**src/rtl/rr_arbiter8.sv**
```systemverilog
// Eight-way round-robin arbiter with registered index/valid/one-hot grant
// and a per-grant hold limit that revokes a monopolising requester.
module rr_arbiter8 #(
    parameter int unsigned MAX_HOLD = 16
) (
    input  logic       clk,
    input  logic       rst_n,
    input  logic       en,
    input  logic [7:0] req,
    output logic       gnt_valid,
    output logic [2:0] gnt_idx,
    output logic [7:0] gnt_onehot,
    output logic       timeout
);

    localparam int unsigned N  = 8;
    localparam int unsigned IW = 3;
    localparam int unsigned CW = 8;

    localparam bit          HOLD_EN   = (MAX_HOLD != 0);
    localparam logic [CW-1:0] HOLD_LAST = CW'(MAX_HOLD - 1);

    typedef enum logic {
        IDLE = 1'b0,
        BUSY = 1'b1
    } state_t;

    state_t        state, state_n;
    logic [IW-1:0] ptr, ptr_n;
    logic [CW-1:0] hold_cnt, hold_cnt_n;
    logic          valid_n;
    logic [IW-1:0] idx_n;
    logic [N-1:0]  onehot_n;
    logic          timeout_n;

    logic          found;
    logic [IW-1:0] winner;
    logic [IW-1:0] cand;

    // Scan downward so the candidate closest to ptr is the last to overwrite.
    always_comb begin
        found  = 1'b0;
        winner = ptr;
        cand   = ptr;
        for (int i = N - 1; i >= 0; i--) begin
            cand = ptr + IW'(i);
            if (req[cand]) begin
                found  = 1'b1;
                winner = cand;
            end
        end
    end

    always_ff @(posedge clk or negedge rst_n) begin
        if (!rst_n) begin
            state      <= IDLE;
            ptr        <= '0;
            hold_cnt   <= '0;
            gnt_valid  <= 1'b0;
            gnt_idx    <= '0;
            gnt_onehot <= '0;
            timeout    <= 1'b0;
        end else begin
            state      <= state_n;
            ptr        <= ptr_n;
            hold_cnt   <= hold_cnt_n;
            gnt_valid  <= valid_n;
            gnt_idx    <= idx_n;
            gnt_onehot <= onehot_n;
            timeout    <= timeout_n;
        end
    end

    always_comb begin
        state_n    = state;
        ptr_n      = ptr;
        hold_cnt_n = hold_cnt;
        valid_n    = gnt_valid;
        idx_n      = gnt_idx;
        onehot_n   = gnt_onehot;
        timeout_n  = 1'b0;

        case (state)
            IDLE: begin
                valid_n  = 1'b0;
                onehot_n = '0;
                if (en && found) begin
                    state_n    = BUSY;
                    valid_n    = 1'b1;
                    idx_n      = winner;
                    onehot_n   = N'(1) << winner;
                    ptr_n      = winner + IW'(1);
                    hold_cnt_n = '0;
                end
            end
            BUSY: begin
                // Saturate so an unlimited hold never wraps the counter.
                if (hold_cnt != '1) begin
                    hold_cnt_n = hold_cnt + CW'(1);
                end
                if (!req[gnt_idx]) begin
                    state_n  = IDLE;
                    valid_n  = 1'b0;
                    onehot_n = '0;
                end else if (HOLD_EN && (hold_cnt == HOLD_LAST)) begin
                    state_n   = IDLE;
                    valid_n   = 1'b0;
                    onehot_n  = '0;
                    timeout_n = 1'b1;
                end
            end
            default: begin
                state_n = IDLE;
            end
        endcase
    end

endmodule

```
**config.mk**
```make
export PLATFORM = sky130hd
export DESIGN_NAME = rr_arbiter8
export DESIGN_NICKNAME = d
export VERILOG_FILES = /design/src/rtl/rr_arbiter8.sv
export SDC_FILE = /design/constraint.sdc
export NUM_CORES = 1
export LEC_CHECK = 0
export ABC_AREA = 1
export CELL_PAD_IN_SITES_DETAIL_PLACEMENT = 2
export CELL_PAD_IN_SITES_GLOBAL_PLACEMENT = 2
export CORE_MARGIN = 4
export CORE_UTILIZATION = 33
export DETAILED_ROUTE_END_ITERATION = 8
export PLACE_DENSITY = 0.86
export SLEW_MARGIN = 20
export SYNTH_ARGS = -nofsm -noshare
export SYNTH_HDL_FRONTEND = slang
export SYNTH_SLANG_ARGS = --single-unit
```
**constraint.sdc**
```tcl
create_clock -name clk -period 4.61 [get_ports clk]
set_clock_uncertainty 0.2 [all_clocks]
set_input_delay 0.922 -clock clk [delete_from_list [all_inputs] [get_ports clk]]
set_output_delay 0.922 -clock clk [all_outputs]
set_load 0.01 [all_outputs]
```
==> flow_summary_export.csv, run 1 <==
group,metric,value,unit
clocking,cts_hold_buffers,0,
drt,wl_per_cell,17.7,microns
timing,hold_violations,0,
synth,synth_edf_count,0,
grt,antenna_found_initial,0,
timing,setup_violations,0,
critical_path,r2r_start,"ptr[0]",
place,hpwl,4810,microns
synth,ys_ff_latch,25,
grt,track_usage,20.7,%
floorplanning,dieArea,6820,sq um
critical_path,worstSetupPathType,"reg -> reg",
synth,yosys.area.top_type,"dfrtp_1",
synth,seq_area_frac_synth,34.1,%
drt,vias,1867,
synth,synthTopCellsByArea,"dfrtp_1 34%, nand2_1 16%, nand3_1 11%, inv_1 4.5%, nand2_2 4.1%",
floorplanning,die_w,82.6,microns
critical_path,reg2reg_to,"ptr[2]",
clocking,cts_tree,"built",
synth,synth-compound-area-share,11.2,%
synth,syn_inst,260,
min_path,hold_path.class,"reg -> reg",
layout,fin_nets,299,
floorplanning,coreArea,5240,sq um
synth,synthAdderAreaFrac,2.73,%
timing,drv_slew,0,
layout,seq_area,626,sq um
drt,drcViolationCount,0,
floorplanning,die_y,82.6,microns
grt,grt_first_pass_wirelength,10700,microns
clocking,htreeDepth,1,
timing,tns,0,ns
critical_path,crit_path_max_fanout,12,
synth,avgSynthCellArea,7.06,sq um
synth,yosys.area_share.simple,39.5,%
layout,drive_gt1_share,11.3,%
layout,fillerInstances,643,
clocking,cts.repair.resized,0,
timing,clock.fmax,277,MHz
min_path,hold_path_end,"gnt_onehot[5]",
clocking,worst_skew_pair.late_latency,0.27,ns
outcome,outcome,"finished, final reports clean",
floorplanning,row_count,26,
drt,drtIter0Drc,57,
synth,synth.distinct_cells,30,
clocking,cts-root-buf,"clkbuf_8",
critical_path,rrSetupSlack,1.0,ns
floorplanning,ioPinCount,24,
drt,drt_wl_total,6250,microns
clocking,cts_max_path_buffers,2,
synth,synth_top_family_by_area,"simple AND/OR/NAND/NOR gates",
critical_path,arrival,3.56,ns
timing,min_period,3.61,ns
timing,rsz0062_at_grt,"no",
synth,synthMuxAreaShare,0,%
clocking,cts_buffers,3,
synth,synth-xor-area-share,2.79,%
place,port_buffers,23,
clocking,cts_setup_buffers,0,
timing,max_slew_margin,62.5,%
timing,post-route-period-util,78.3,%
clocking,path_clk_slew,0.08,ns
drt,firstDrtPassIters,4,
critical_path,critPathLaunchType,"flop",
drt,viasPerCell,5.29,
synth,synthFlopType,"dfrtp_1",
synth,yosys_warnings,0,
critical_path,crit_start,"ptr[0]",
clocking,cts_sinks,25,
job,max_cap_viol_count,0,
synth,postSynth.asyncResetShare,100,%
critical_path,crit_required,4.56,ns
critical_path,end_kind,"flop",
drt,ant_nets,0,
min_path,worstHoldPathCells,2,
timing,worstMarginPinSlew,0.563,ns
synth,synth_common_cells,"77 x nand2_1, 42 x nand3_1, 25 x dfrtp_1, 22 x inv_1, 13 x nor2_1",
place,routabilityCongestion,0.862,
synth,syn-num-nets,275,
grt,grt_pass1_vias,2169,
min_path,hold_start,"gnt_onehot[5]",
synth,yosysTopAreaCellShare,34.1,%
grt,grt_remaining_overflow,0,
synth,syn_area,1840,sq um
layout,area_delta_synth_final,16.8,%
layout,insertedDiodeCount,0,
floorplanning,initial_core_util,35.0,%
layout,multi_input_area,1030,sq um
grt,grt_max_degree,26,
critical_path,reg2reg_depth,16,
synth,post-synth-top-count-cell,"nand2_1",
-- cell usage in the layout, fill, tap and decap left out, drive strengths merged, types with 3 or more instances in the layout --
| cell | Yosys | routed |
|---|---|---|
| a21oi | 10 | 10 |
| clkbuf | 0 | 4 |
| clkdlybuf4s50 | 0 | 22 |
| dfrtp | 25 | 25 |
| ha | 4 | 4 |
| inv | 28 | 28 |
| nand2 | 89 | 89 |
| nand3 | 46 | 46 |
| nor2 | 16 | 16 |
| nor3 | 3 | 3 |
| o21ai | 14 | 14 |
| o22ai | 3 | 3 |
| o32ai | 3 | 3 |
| xor2 | 4 | 4 |
-- stage by stage --
stage / cells / hold WS [ns] / instance area, sq um / setup slack [ns] / utilization (%)
3_3_place_gp: 349 / 0.264 / 2100 / 1.22 / 40.2
6_report: 353 / 0.293 / 2140 / 1.00 / 40.9
4_1_cts: 353 / 0.296 / 2140 / 0.997 / 40.9
3_5_place_dp: 349 / 0.272 / 2100 / 1.07 / 40.1
2_1_floorplan: 260 / 0.288 / 1840 / 1.96 / -
5_1_grt: 353 / 0.316 / 2140 / 0.657 / 40.9
-- critical path: stages (launching register included) --
cell and delay (ns):
dfrtp_1 0.61, inv_2 0.25, ha_1 0.50, inv_1 0.19, nand3_1 0.19, nand3_2 0.14, nand2_1 0.10, a21oi_1 0.07
o21bai_1 0.24, nand2_1 0.12, nand2_1 0.08, nand2_1 0.10, nand3_1 0.15, inv_1 0.07, ha_1 0.31, nand2_1 0.09
o21ai_1 0.06
-- kinds of logic after synthesis --
group                      Yosys count
adders and majority gates            4
xor gates and xnor gates             5
buffers and inverters               35
AOI/OAI and AO/OA                   35
DFF                                 25
and+or+nand+nor                    156
-- layer usage --
metal	routed length (microns)	GRT usage, %	vias to the layer above	part of all wire [%]
li1	-	-	900	-
met1	2800	24.7	941	45
met2	3300	39.5	20	53
met5	0	0	-	0
met4	72	5.56	0	1.2
met3	75	1.30	6	1.2
-- worst max path at each step --
stage / end / slack, ns
floorplan: ptr[2] / 1.96
global placement: ptr[2] / 1.22
detailed placement: ptr[2] / 1.07
CTS: ptr[2] / 1.0
global route: ptr[2] / 0.66
finish: ptr[2] / 1.0
-- registers in the layout, indices dropped and copies added (netlist names) --
| signal | cells |
|---|---|
| timeout | 1 |
| gnt_idx | 3 |
| hold_cnt | 8 |
| state | 1 |
| ptr | 3 |
| gnt_onehot | 8 |
| gnt_valid | 1 |
-- final cells by class --
type / count / share of cell area, %
multi-input combinational: 200 / 48.1
sequential: 25 / 29.2
timing repair buffer: 24 / 10.9
inverter: 30 / 5.72
tap: 70 / 4.08
clock buffer: 4 / 2.10
Power of run 1 is not shown: default switching activity piles up to over one toggle a cycle in this logic, so the estimate is an artifact.
==> inputs of run 2 (changes only) <==
- CORE_UTILIZATION: 33 -> 28
- PLACE_DENSITY: 0.86 -> 0.78
- clock period: 4.61 -> 3.1 ns (I/O delays scaled with it)
==> run 2 against run 1 <==
  * Clock-buffer cell count is the same
  * Maximum frequency increased by 25%
  * Wire length down 5.4%
  * Global-route usage is 3.9 points lower
  * Largest cell class unchanged
==> flow_summary_export.csv, run 2 (synthesis gave the netlist of run 1 again) <==
group,metric,value,unit
drt,drt_wl_total,5910,microns
critical_path,crit_required,3.04,ns
critical_path,arrival,2.83,ns
timing,worstMarginPinSlew,0.419,ns
clocking,cts_buffers,3,
grt,antenna_found_initial,0,
floorplanning,die_w,89.0,microns
critical_path,end_kind,"flop",
outcome,outcome,"finished, final reports clean",
layout,seq_area,626,sq um
clocking,worst_skew_pair.late_latency,0.27,ns
floorplanning,coreArea,6350,sq um
floorplanning,row_count,29,
place,routabilityCongestion,0.775,
layout,fin_nets,304,
drt,wl_per_cell,16.2,microns
layout,drive_gt1_share,12.8,%
drt,viasPerCell,5.15,
timing,post-route-period-util,93.1,%
place,pre_cts_ws,-0.0450,ns
drt,drtIter0Drc,34,
timing,min_period,2.89,ns
layout,fin_cells,365,
critical_path,cpMaxStageDelayCell,"dfrtp_1",
timing,setup_violations,0,
job,max_cap_viol_count,0,
critical_path,path_cells,"inv_4 -> ha_1 -> buf_4 -> nand3_1 -> nand3_2 -> nand2_1 -> a21oi_1 -> o21bai_1 -> nand2_1 -> nand2_1 -> nand2_1 -> nand3_1 -> inv_1 -> ha_1 -> nand2_1 -> o21ai_1",
critical_path,crit_path_max_fanout,8,
critical_path,worstSetupPathType,"reg -> reg",
grt,grt_max_degree,26,
place,port_buffers,23,
place,dpl_cell_area,2150,sq um
layout,fin_area,2200,sq um
grt,grt_pass1_vias,2146,
layout,fillerInstances,772,
drt,ant_nets,0,
layout,final_cell_mix,"77 x nand2_1, 42 x nand3_1, 25 x dfrtp_1",
timing,worst_slack,0.214,ns
floorplanning,dieArea,7910,sq um
grt,grt_remaining_overflow,0,
place,hpwl,4810,microns
timing,rsz0062_at_grt,"no",
floorplanning,die_y,89.0,microns
clocking,cts_max_path_buffers,2,
clocking,cts-root-buf,"clkbuf_8",
timing,drv_slew,0,
grt,track_usage,16.8,%
min_path,hold_path.class,"reg -> reg",
drt,drcViolationCount,0,
layout,multi_input_area,1030,sq um
timing,clock.fmax,346,MHz
place,dpl.cell_count,361,
clocking,htreeDepth,1,
critical_path,crit_top_cell,"nand2_1",
drt,firstDrtPassIters,4,
layout,area_delta_synth_final,19.6,%
drt,vias,1879,
layout,final_common_cell,"nand2_1",
floorplanning,ioPinCount,24,
clocking,cts_tree,"built",
clocking,cts_sinks,25,
floorplanning,initial_core_util,28.9,%
clocking,path_clk_slew,0.09,ns
grt,grt_first_pass_wirelength,10400,microns
critical_path,critPathLaunchType,"flop",
timing,max_slew_margin,72.1,%
layout,insertedDiodeCount,0,
critical_path,crit_path_max_incr_delay,0.42,ns
layout,top_regs,"gnt_onehot (8), hold_cnt (8)",
timing,hold_violations,0,
[run 2: per-stage QoR]
step	TNS, ns	hold WS (ns)	utilization [%]
3_5_place_dp	-0.0450	0.275	33.9
4_1_cts	0	0.304	34.6
3_3_place_gp	0	0.264	33.9
2_1_floorplan	0	0.124	-
5_1_grt	0	0.338	34.6
6_report	0	0.293	34.6
[run 2: timing repair]
action | in CTS | in global routing
buffers inserted | 0 | 0
endpoints found under the setup margin | 0 | 1
resized for setup | 0 | 1
hold buffers | 0 | 0
[run 2: area by class of cell]
| type | instances | share of cell area [%] |
|---|---|---|
| multi-input cells | 200 | 47.0 |
| flip-flops and latches | 25 | 28.5 |
| repair buffers | 29 | 12.5 |
| inverters | 30 | 5.58 |
| well taps | 77 | 4.39 |
| clock buffers | 4 | 2.05 |
[run 2: routing by layer]
metal | routed length [microns] | GRT usage [%]
met4 | 61 | 4.06
met5 | 0 | 0
met3 | 82 | 1.01
met2 | 3090 | 31.0
met1 | 2670 | 21.2
[run 2: final timing paths]
kind	startpoint	slack [ns]	to	cells after the start
max	ptr[1]	0.21	ptr[2]	16
min	gnt_onehot[5]	0.29	gnt_onehot[5]	2
max reg2reg	ptr[1]	0.21	ptr[2]	16
min reg2reg	gnt_onehot[5]	0.29	gnt_onehot[5]	2
max in group asynchronous	rst_n	1.94	state	2
min in group asynchronous	rst_n	0.51	gnt_onehot[1]	2
[run 2: worst max-delay path, delay by kind of cell, from the launching register on]
kind                       cells  cell delay [ns]
adders and majority gates      2             0.53
buffers and inverters          3             0.35
AOI/OAI and AO/OA              3             0.36
and+or+nand+nor                8             0.89
DFF                            1             0.42
Power of run 2 is left out for the same reason.
==> inputs of run 3 (changes only) <==
- CORE_MARGIN: 4 -> 5
==> run 3 against run 2 <==
  * Utilization is the same
  * Final cell count unchanged
  * Sequential share of layout area stayed put
  * First-iteration DRC count down 24%
  * Critical path type unchanged
  * Critical endpoint unchanged
==> flow_summary_export.csv, run 3 (synthesis gave the netlist of run 1 again) <==
group,metric,value,unit
drt,vias,1829,
drt,wl_per_cell,15.4,microns
clocking,path_clk_slew,0.08,ns
drt,drcViolationCount,0,
place,port_buffers,23,
layout,final_util,34.6,%
drt,viasPerCell,5.01,
timing,min_period,2.84,ns
job,max_cap_viol_count,0,
clocking,cts_buffers,3,
layout,top_regs,"gnt_onehot (8), hold_cnt (8)",
timing,post-route-period-util,91.6,%
floorplanning,initial_core_util,28.9,%
grt,grt_remaining_overflow,0,
place,routabilityCongestion,0.855,
critical_path,end_kind,"flop",
floorplanning,die_y,91.0,microns
timing,hold_violations,0,
critical_path,crit_path_max_fanout,8,
floorplanning,row_count,29,
drt,firstDrtPassIters,4,
place,dpl.cell_count,361,
critical_path,cpMaxStageDelayCell,"dfrtp_1",
clocking,cts_max_path_buffers,2,
grt,grt_pass1_vias,2049,
drt,drt_wl_total,5630,microns
layout,final_common_cell,"nand2_1",
layout,drive_gt1_share,12.8,%
clocking,cts_tree,"built",
timing,worstMarginPinSlew,0.396,ns
min_path,hold_path.class,"reg -> reg",
place,hpwl,4630,microns
layout,fin_nets,304,
critical_path,crit_path_max_incr_delay,0.41,ns
clocking,htreeDepth,1,
critical_path,crit_top_cell,"nand2_1",
layout,insertedDiodeCount,0,
critical_path,arrival,2.78,ns
floorplanning,coreArea,6350,sq um
critical_path,crit_required,3.04,ns
clocking,worst_skew_pair.late_latency,0.26,ns
critical_path,worstSetupPathType,"reg -> reg",
floorplanning,dieArea,8270,sq um
clocking,cts-root-buf,"clkbuf_8",
floorplanning,die_w,91.0,microns
critical_path,cp_top_family,"simple AND/OR/NAND/NOR gates",
clocking,cts_sinks,25,
critical_path,path_cells,"inv_4 -> ha_1 -> buf_4 -> nand3_1 -> nand3_1 -> nand2_2 -> inv_2 -> a21oi_1 -> nand2_1 -> nand2_1 -> nand2_1 -> nand3_1 -> inv_1 -> ha_1 -> nand2_1 -> o21ai_1",
drt,ant_nets,0,
critical_path,worst-path-buf-inv,4,
drt,drtIter0Drc,26,
timing,setup_violations,0,
layout,fillerInstances,765,
timing,rsz0062_at_grt,"no",
timing,clock.fmax,352,MHz
layout,fin_cells,365,
grt,grt_max_degree,26,
floorplanning,ioPinCount,24,
clocking,cts_setup_buffers,0,
critical_path,critPathLaunchType,"flop",
clocking,cts_hold_buffers,0,
outcome,outcome,"finished, final reports clean",
timing,max_slew_margin,73.5,%
layout,final_cell_mix,"77 x nand2_1, 42 x nand3_1, 25 x dfrtp_1",
layout,area_delta_synth_final,19.6,%
timing,drv_slew,0,
grt,grt_first_pass_wirelength,9970,microns
grt,track_usage,14.4,%
grt,antenna_found_initial,0,
[run 3: cell counts in the layout (fill, tap and decap cells not counted)]
Identical to the previous run, type by type.
[run 3: area by class of cell]
cell class	count	area, sq um	share of cell area, %
well taps	77	96.3	4.39
flip-flops and latches	25	626	28.5
clock buffers	4	45.0	2.05
inverters	30	123	5.58
multi-input cells	200	1030	47.0
repair buffers	29	275	12.5
[run 3: what timing repair did]
| item | CTS | global route |
|---|---|---|
| resized for setup | 0 | 1 |
| endpoints found under the hold margin | 0 | 0 |
| endpoints found under the setup margin | 0 | 1 |
[run 3: worst paths after layout]
kind                       startpoint            end  cells after the start  slack (ns)
max in group asynchronous       rst_n    hold_cnt[5]                      2        1.93
min                         gnt_valid      gnt_valid                      2        0.29
min in group asynchronous       rst_n  gnt_onehot[3]                      2        0.52
max reg2reg                    ptr[1]         ptr[2]                     16        0.26
max                            ptr[1]         ptr[2]                     16        0.26
min reg2reg                 gnt_valid      gnt_valid                      2        0.29
[run 3: worst reg2reg max path: stages (launching register included)]
cell and delay (ns):
dfrtp_1 0.41, inv_4 0.12, ha_1 0.27, buf_4 0.18, nand3_1 0.12, nand3_1 0.15, nand2_2 0.15, inv_2 0.04
a21oi_1 0.23, nand2_1 0.11, nand2_1 0.07, nand2_1 0.08, nand3_1 0.13, inv_1 0.06, ha_1 0.26, nand2_1 0.07
o21ai_1 0.06
[run 3: through the flow]
stage | area [sq um] | setup TNS, ns | worst slack, ns | hold WS (ns)
final | 2200 | 0 | 0.260 | 0.290
after global routing | 2200 | 0 | 0.000127 | 0.334
after CTS | 2200 | 0 | 0.166 | 0.298
after detailed placement | 2150 | -0.0419 | -0.0419 | 0.268
after global placement | 2150 | 0 | 0.0982 | 0.263
after floorplan | 1840 | 0 | 0.453 | 0.124
[run 3: metal layers]
metal / wire length [microns] / track usage (%) / up-vias / part of all wire (%)
met3: 117 / 1.57 / 6 / 2.1
met1: 2620 / 18.8 / 898 / 47
met5: 0 / 0 / - / 0
met4: 68 / 3.18 / 0 / 1.2
li1: - / - / 906 / -
met2: 2820 / 25.3 / 19 / 50
Power of run 3 is left out for the same reason.
